`config.mk`:
```
export PLATFORM = sky130hd
export DESIGN_NAME = vga_mem_scanner
export DESIGN_NICKNAME = d
export VERILOG_FILES = /design/src/rtl/vga_mem_scanner.sv
export SDC_FILE = /design/constraint.sdc
export NUM_CORES = 1
export LEC_CHECK = 0
export CAP_MARGIN = 20
export CORE_MARGIN = 5
export CORE_UTILIZATION = 42
export DETAILED_ROUTE_END_ITERATION = 16
export PLACE_DENSITY = 0.8
export SETUP_SLACK_MARGIN = 0.02
export SLEW_MARGIN = 10
export SYNTH_ARGS = -nofsm -noshare
export SYNTH_HDL_FRONTEND = slang
export SYNTH_SLANG_ARGS = --single-unit
export TNS_END_PERCENT = 10
```
`constraint.sdc`:
```
create_clock -name clk -period 2.5 [get_ports clk]
set_clock_uncertainty 0.1 [all_clocks]
set_input_delay 0.25 -clock clk [delete_from_list [all_inputs] [get_ports clk]]
set_output_delay 0.25 -clock clk [all_outputs]
set_load 0.05 [all_outputs]
```
`src/rtl/vga_mem_scanner.sv`:
```
// Background sweeper: reads a ROM or RAM window word by word through a
// low-priority arbiter read port and presents each word as a stable pair.
module vga_mem_scanner #(
  parameter logic [31:0] ROM_BASE = 32'h0000_0000,
  parameter logic [31:0] RAM_BASE = 32'h0000_0000,
  parameter int unsigned WORDS    = 128,
  parameter int unsigned HOLD     = 2,
  parameter int unsigned TIMEOUT  = 15
) (
  input  logic        clk,
  input  logic        rstn,
  input  logic        enable,
  input  logic        sel_ram,
  output logic        rd_req,
  output logic [31:0] rd_addr,
  input  logic        rd_gnt,
  input  logic        rd_valid,
  input  logic [31:0] rd_data,
  output logic [31:0] MEM_Addr,
  output logic [31:0] MEM_Data,
  output logic        busy,
  output logic        frame_done
);

  localparam int IDX_W  = (WORDS > 1) ? $clog2(WORDS) : 1;
  localparam int HOLD_W = $clog2(HOLD + 1);
  localparam int TMO_W  = $clog2(TIMEOUT + 1);

  localparam logic [IDX_W-1:0]  IDX_LAST  = IDX_W'(WORDS - 1);
  localparam logic [HOLD_W-1:0] HOLD_LAST = HOLD_W'(HOLD - 1);
  localparam logic [TMO_W-1:0]  TMO_LAST  = TMO_W'(TIMEOUT - 1);
  localparam logic [31:0]       FILLER    = 32'hDEAD_BEEF;

  typedef enum logic [1:0] {S_IDLE, S_REQ, S_WAIT, S_HOLD} state_t;

  state_t             state_q, state_d;
  logic [IDX_W-1:0]   idx_q, idx_d;
  logic               win_q, win_d;
  logic [TMO_W-1:0]   tmo_q, tmo_d;
  logic [HOLD_W-1:0]  hold_q, hold_d;
  logic               rd_req_d;
  logic [31:0]        rd_addr_d;
  logic [31:0]        mem_addr_d, mem_data_d;
  logic               frame_done_d;

  logic last_word, hold_done, tmo_done;

  assign last_word = (idx_q == IDX_LAST);
  assign hold_done = (hold_q == HOLD_LAST);
  assign tmo_done  = (tmo_q == TMO_LAST);
  assign busy      = (state_q != S_IDLE);

  // NOTE: every next-value gets a default first, so no path can infer a latch.
  always_comb begin
    state_d      = state_q;
    idx_d        = idx_q;
    win_d        = win_q;
    tmo_d        = tmo_q;
    hold_d       = hold_q;
    mem_addr_d   = MEM_Addr;
    mem_data_d   = MEM_Data;
    frame_done_d = 1'b0;

    case (state_q)
      S_IDLE: begin
        if (enable) begin
          state_d = S_REQ;
          idx_d   = '0;
          win_d   = sel_ram;
        end
      end
      S_REQ: begin
        if (rd_gnt) begin
          state_d = S_WAIT;
          tmo_d   = '0;
        end
      end
      S_WAIT: begin
        tmo_d = tmo_q + TMO_W'(1);
        // Real data wins even on the last allowed cycle; filler only on silence.
        if (rd_valid || tmo_done) begin
          mem_data_d = rd_valid ? rd_data : FILLER;
          mem_addr_d = 32'({idx_q, 2'b00});
          hold_d     = '0;
          state_d    = S_HOLD;
        end
      end
      S_HOLD: begin
        hold_d = hold_q + HOLD_W'(1);
        if (hold_done) begin
          frame_done_d = last_word;
          idx_d        = last_word ? '0 : idx_q + IDX_W'(1);
          if (!enable) begin
            state_d = S_IDLE;
          end else begin
            state_d = S_REQ;
            // A fresh sweep (wrap or window change) re-latches the window.
            if (last_word || (sel_ram != win_q)) begin
              idx_d = '0;
              win_d = sel_ram;
            end
          end
        end
      end
      default: state_d = S_IDLE;
    endcase

    rd_req_d  = (state_d == S_REQ);
    rd_addr_d = rd_req_d ? ((win_d ? RAM_BASE : ROM_BASE) + 32'({idx_d, 2'b00}))
                         : rd_addr;
  end

  // NOTE: non-blocking assignments so every register updates from pre-edge values.
  always_ff @(posedge clk or negedge rstn) begin
    if (!rstn) begin
      state_q    <= S_IDLE;
      idx_q      <= '0;
      win_q      <= 1'b0;
      tmo_q      <= '0;
      hold_q     <= '0;
      rd_req     <= 1'b0;
      rd_addr    <= '0;
      MEM_Addr   <= '0;
      MEM_Data   <= '0;
      frame_done <= 1'b0;
    end else begin
      state_q    <= state_d;
      idx_q      <= idx_d;
      win_q      <= win_d;
      tmo_q      <= tmo_d;
      hold_q     <= hold_d;
      rd_req     <= rd_req_d;
      rd_addr    <= rd_addr_d;
      MEM_Addr   <= mem_addr_d;
      MEM_Data   <= mem_data_d;
      frame_done <= frame_done_d;
    end
  end

endmodule
```
# == Word level (Yosys, flattened, before mapping) ==
# Index checks and enable logic that the tools add are counted.
# W data, S select, Z words.
# classes
reduce_logical,11
muxes,24
eq_ne,14
addsub,3
# ops
op,n
$mux W7,5
$mux W32,1
$pmux W7 S2,1
$ne A2 B2 Y1 const B,6
$mux W2,5
$pmux W2 S4,1
$pmux W4 S2,1
$reduce_bool A2 Y1,4
$add A7 B1 Y7 const B,1
$eq A7 B7 Y1 const B,1
$mux W1,7
$eq A2 B1 Y1 const B,3
$reduce_and A2 Y1,3
$reduce_and A5 Y1,1
$add A4 B1 Y4 const B,1
$eq A2 B2 Y1 const B,2
$eq A4 B4 Y1 const B,1
$mux W4,1
$pmux W2 S2,1
$add A2 B1 Y2 const B,1
$logic_not A2 Y1,1
$logic_or A1 B1 Y1,2
$pmux W1 S2,1
$ne A1 B1 Y1,1
# totals
word_cells,62
out_inout_bits,99
inputBits,38
reg_bits,64

# == Depth between registers and ports, before layout ==
# depth
word_depth,6
ltp_mapped,8
depth_no_buf,7

# == Least setup slack after synthesis ==
# Ideal clock, no wire load.
# synth_timing
kind,register -> register
from,reg state_q[0]
to,reg rd_addr[2]
slack_ns,0.464
path_buffers,1
synth_period_minus_slack_ns,2.036
stages_incl_launch_ff,7
t_required_ns,2.275
arrival_ns,1.811
cell_sequence,dfrtp_1 > inv_1 > ha_1 > buf_2 > o21ai_4 > a311oi_4 > mux2_2
# synth_between
elab_chain_cells,3
elab_cells_between_ends,11
classes_between,eq/ne: 4; mux: 6; reduce/logical: 1
# synth_rtl
element,line,source
from (decl),36,"state_t state_q, state_d;"
from (signal assigned),127,state_q <= state_d;
"$eq A2 B2 Y1, or another cell as far along",64,case (state_q)
$pmux W2 S4 (*),64,
$eq A2 B1 Y1 (*),108,rd_req_d = (state_d == S_REQ);
net rd_req_d,41,logic rd_req_d;
to (signal assigned),133,rd_addr <= rd_addr_d;
to (decl),15,"output logic [31:0] rd_addr,"
# Mark *: on every way through the listed nets, which the timed path passes. The rest lies on a longest branch.
# A chain may end at the register's enable or synchronous reset.

# == Worst setup path in the final report ==
# layout_timing
from,reg state_q[0]
to,reg rd_addr[3]
# layout_between
elab_chain_cells,3
elab_cells_between_ends,11
classes_between,eq/ne: 4; mux: 6; reduce/logical: 1
# layout_rtl
element,line
"$eq A2 B2 Y1, or another cell as far along",64
$pmux W2 S4 (*),64
net state_d[1],36
$eq A2 B1 Y1 (*),108
net rd_req_d,41
# Marks and branches as above.

==> reports/results.txt <==
Tmin final -> 2300 ps
final antenna-violating net count -> 0
worst path arrival time -> 2420 ps
overflow left after global routing -> 0
Post-Syn Area -> 0.00310 mm²
leakage -> 1.86 nW
Max clock buf depth -> 2
Core Area -> 0.00721 mm²
Pins Over Slew Limit -> 0
Slew Limit Headroom -> 0.557
multi-input logic area -> 0.00126 mm²
crit-path max FO -> 12
top post-synthesis cells by area -> dfrtp_1 52%, buf_4 12%, o22a_1 6.8%, nand2_1 4.4%, ha_1 3.2%
Avg WL per Cell -> 14.9 µm
clk root buf -> clkbuf_8
TNS Setup -> 0 ps
Final period util -> 0.922
global-route wire length before repair -> 11.6 mm
Pwr Total -> 5.39 mW
#FFs+latches synth -> 64
Slew @ Worst Pin -> 664 ps
I/O Pins -> 137
hold depth -> 2
Hold WC Path Type -> register to register
Final Util -> 0.568
cell row count -> 31
CP endpoint kind -> register
fin nets -> 418
Pre-antenna DRT Iters -> 4
status -> completed
Layout area overhead -> 32.1%
post-synth top area share -> 0.516
Top Metal Used -> met4
FILL cells -> 583
Metal-1 WL -> 2.73 mm
met2 WL -> 3.32 mm
Initial Util -> 0.430
overall routing resource usage -> 0.164
final hold violation count -> 0
Achievable Freq -> 434 MHz
Pwr per Cell Area -> 1320 mW/mm²
routed via count -> 2304
die height -> 95.9 µm
die width -> 95.9 µm
Netlist cell types -> 39
Port Buffers -> 86
Starting DRT DRC Count -> 97
final setup violating endpoints -> 0
ratio of cells with drive above 1 in the final layout -> 0.103
clk slew on worst S/H paths -> 70 ps
RSZ-0062 raised after global routing -> false
Final GP Congestion -> 0.743
Startpoint Class -> register
Setup Buffers After CTS -> 0
post-DP HPWL -> 5.28 mm
Skew-Pair Late Insertion Delay -> 340 ps
Synth Area per Inst -> 11.1 µm²
htree depth -> 3
pin count of the biggest net entering global routing -> 38
FF/Latch Area -> 0.00160 mm²
Max Cap Viol -> 0
leading area contributor after synthesis -> dfrtp_1
Max VDD drop -> 853 µV
post-synthesis sequential area ratio -> 0.516
post-synthesis cell count -> 279
CP Data Required Time -> 2610 ps
clock sink count -> 64
vias in the first global route -> 2464
Routed met3 length -> 911 µm
Antenna diodes -> 0
Reg2Reg Depth -> 7
WL final -> 7.07 mm
Vias/cell -> 4.84
critical path type -> register to register
initial antenna violation count -> 0
Ys Warns -> 0
CTS tree -> yes
die footprint -> 0.00920 mm²
cts bufs inserted -> 9
DRC errors left -> 0
[state kept, by name, summed over array words and instances (netlist names)]
name and cells:
tmo_q 4, rd_addr 7, state_q 2, hold_q 2, MEM_Addr 7, win_q 1, idx_q 7, frame_done 1
rd_req 1, MEM_Data 32
[worst paths after layout]
kind / start / end / slack (ps)
min: MEM_Addr[7]$_DFFE_PN0P_ / MEM_Addr[7]$_DFFE_PN0P_ / 380
min in group asynchronous: rstn / MEM_Data[13]$_DFFE_PN0P_ / 390
max in group asynchronous: rstn / rd_addr[3]$_DFFE_PN0P_ / 1290
min reg2reg: MEM_Addr[7]$_DFFE_PN0P_ / MEM_Addr[7]$_DFFE_PN0P_ / 380
max reg2reg: state_q[0]$_DFF_PN0_ / rd_addr[3]$_DFFE_PN0P_ / 200
max: state_q[0]$_DFF_PN0_ / rd_addr[3]$_DFFE_PN0P_ / 200
[routing by layer]
layer  vias up  global-route usage
met5         -                   0
met4         0              0.0782
met3        11              0.0735
met2       115               0.268
met1      1112               0.183
li1       1066                   -
[cell usage in the layout, fill, tap and decap left out, types with 2 or more instances in the layout]
cell / netlist / layout
nor2_1: 2 / 2
clkdlybuf4s50_1: 0 / 84
nand3b_1: 2 / 2
o22a_1: 24 / 24
and3_1: 4 / 4
mux2_2: 8 / 8
conb_1: 1 / 50
nor2b_1: 4 / 4
o21ai_0: 10 / 10
inv_1: 6 / 6
clkinv_2: 0 / 4
nand2b_1: 5 / 5
a21o_1: 2 / 2
ha_1: 8 / 8
a21oi_1: 2 / 2
buf_4: 51 / 4
nand2_1: 36 / 36
dfrtp_1: 64 / 64
clkinvlp_4: 0 / 2
a31oi_1: 7 / 6
clkbuf_8: 0 / 10
nand3_1: 4 / 4
nand4_1: 2 / 2
nor3_1: 4 / 3
a22o_1: 10 / 10
[repair_timing]
item / in CTS / in global routing
endpoints found under the setup margin: 0 / 7
hold buffers: 1 / 0
hold endpoints to repair: 27 / 0
gates resized for setup: 0 / 3
[critical path, stage by stage (launching register included)]
cell and delay (ps):
dfrtp_1 430, inv_1 90, ha_1 370, nor3_1 330, a221oi_2 100, a311oi_4 210
buf_4 220, mux2_2 340
[layout make-up]
| type | instances | share of cell area |
|---|---|---|
| sequential | 64 | 0.391 |
| inverter | 6 | 0.00550 |
| clock inverter | 6 | 0.00855 |
| clock buffer | 10 | 0.0336 |
| timing repair buffer | 92 | 0.224 |
| tap | 99 | 0.0302 |
| multi-input combinational | 199 | 0.307 |
[logic make-up after synthesis]
logic type | synth area share
other | 0.00121
AND/OR/NAND/NOR | 0.104
XOR/XNOR | 0.00282
adder cells (fa/ha/maj) | 0.0323
AO/OA/AOI/OAI | 0.171
flip-flops | 0.516
buffers and inverters | 0.141
multiplexers | 0.0323
[synth_stat cells (all sizes together)]
| master | n |
|---|---|
| conb | 1 |
| dfrtp | 64 |
| a311oi | 1 |
| a21o | 2 |
| mux2i | 1 |
| a31o | 2 |
| nand3 | 4 |
| and3 | 5 |
| inv | 6 |
| o31ai | 1 |
| a31oi | 7 |
| nor3 | 4 |
| a32o | 1 |
| or3 | 1 |
| nor2b | 4 |
| nor2 | 2 |
| clkbuf | 6 |
| o21ai | 11 |
| xor2 | 1 |
| o22a | 24 |
| nand4 | 2 |
| and4 | 1 |
| nand2b | 5 |
| a21oi | 2 |
| buf | 53 |
| nand2 | 36 |
| o211ai | 1 |
| ha | 8 |
| nand3b | 2 |
| mux2 | 8 |
| a22o | 10 |
| a221oi | 1 |
| o21a | 1 |
| and2 | 1 |
[where the power goes]
group | switching [mW] | total, mW | internal [mW]
registers | 0.223 | 1.61 | 1.38
clock network | 0.399 | 0.778 | 0.379
logic | 1.94 | 3.01 | 1.06
[through the flow]
step | worst slack (ps) | hold slack, ps | cell area (µm²) | instances
final | 196 | 378 | 4100 | 476
after global routing | 49.8 | 396 | 4100 | 476
after CTS | 98.5 | 379 | 4080 | 476
after detailed placement | 167 | 221 | 3900 | 459
after global placement | 294 | 211 | 3900 | 459
after floorplan | 464 | -146 | 3290 | 328
Power figures use the tool's default switching activity.
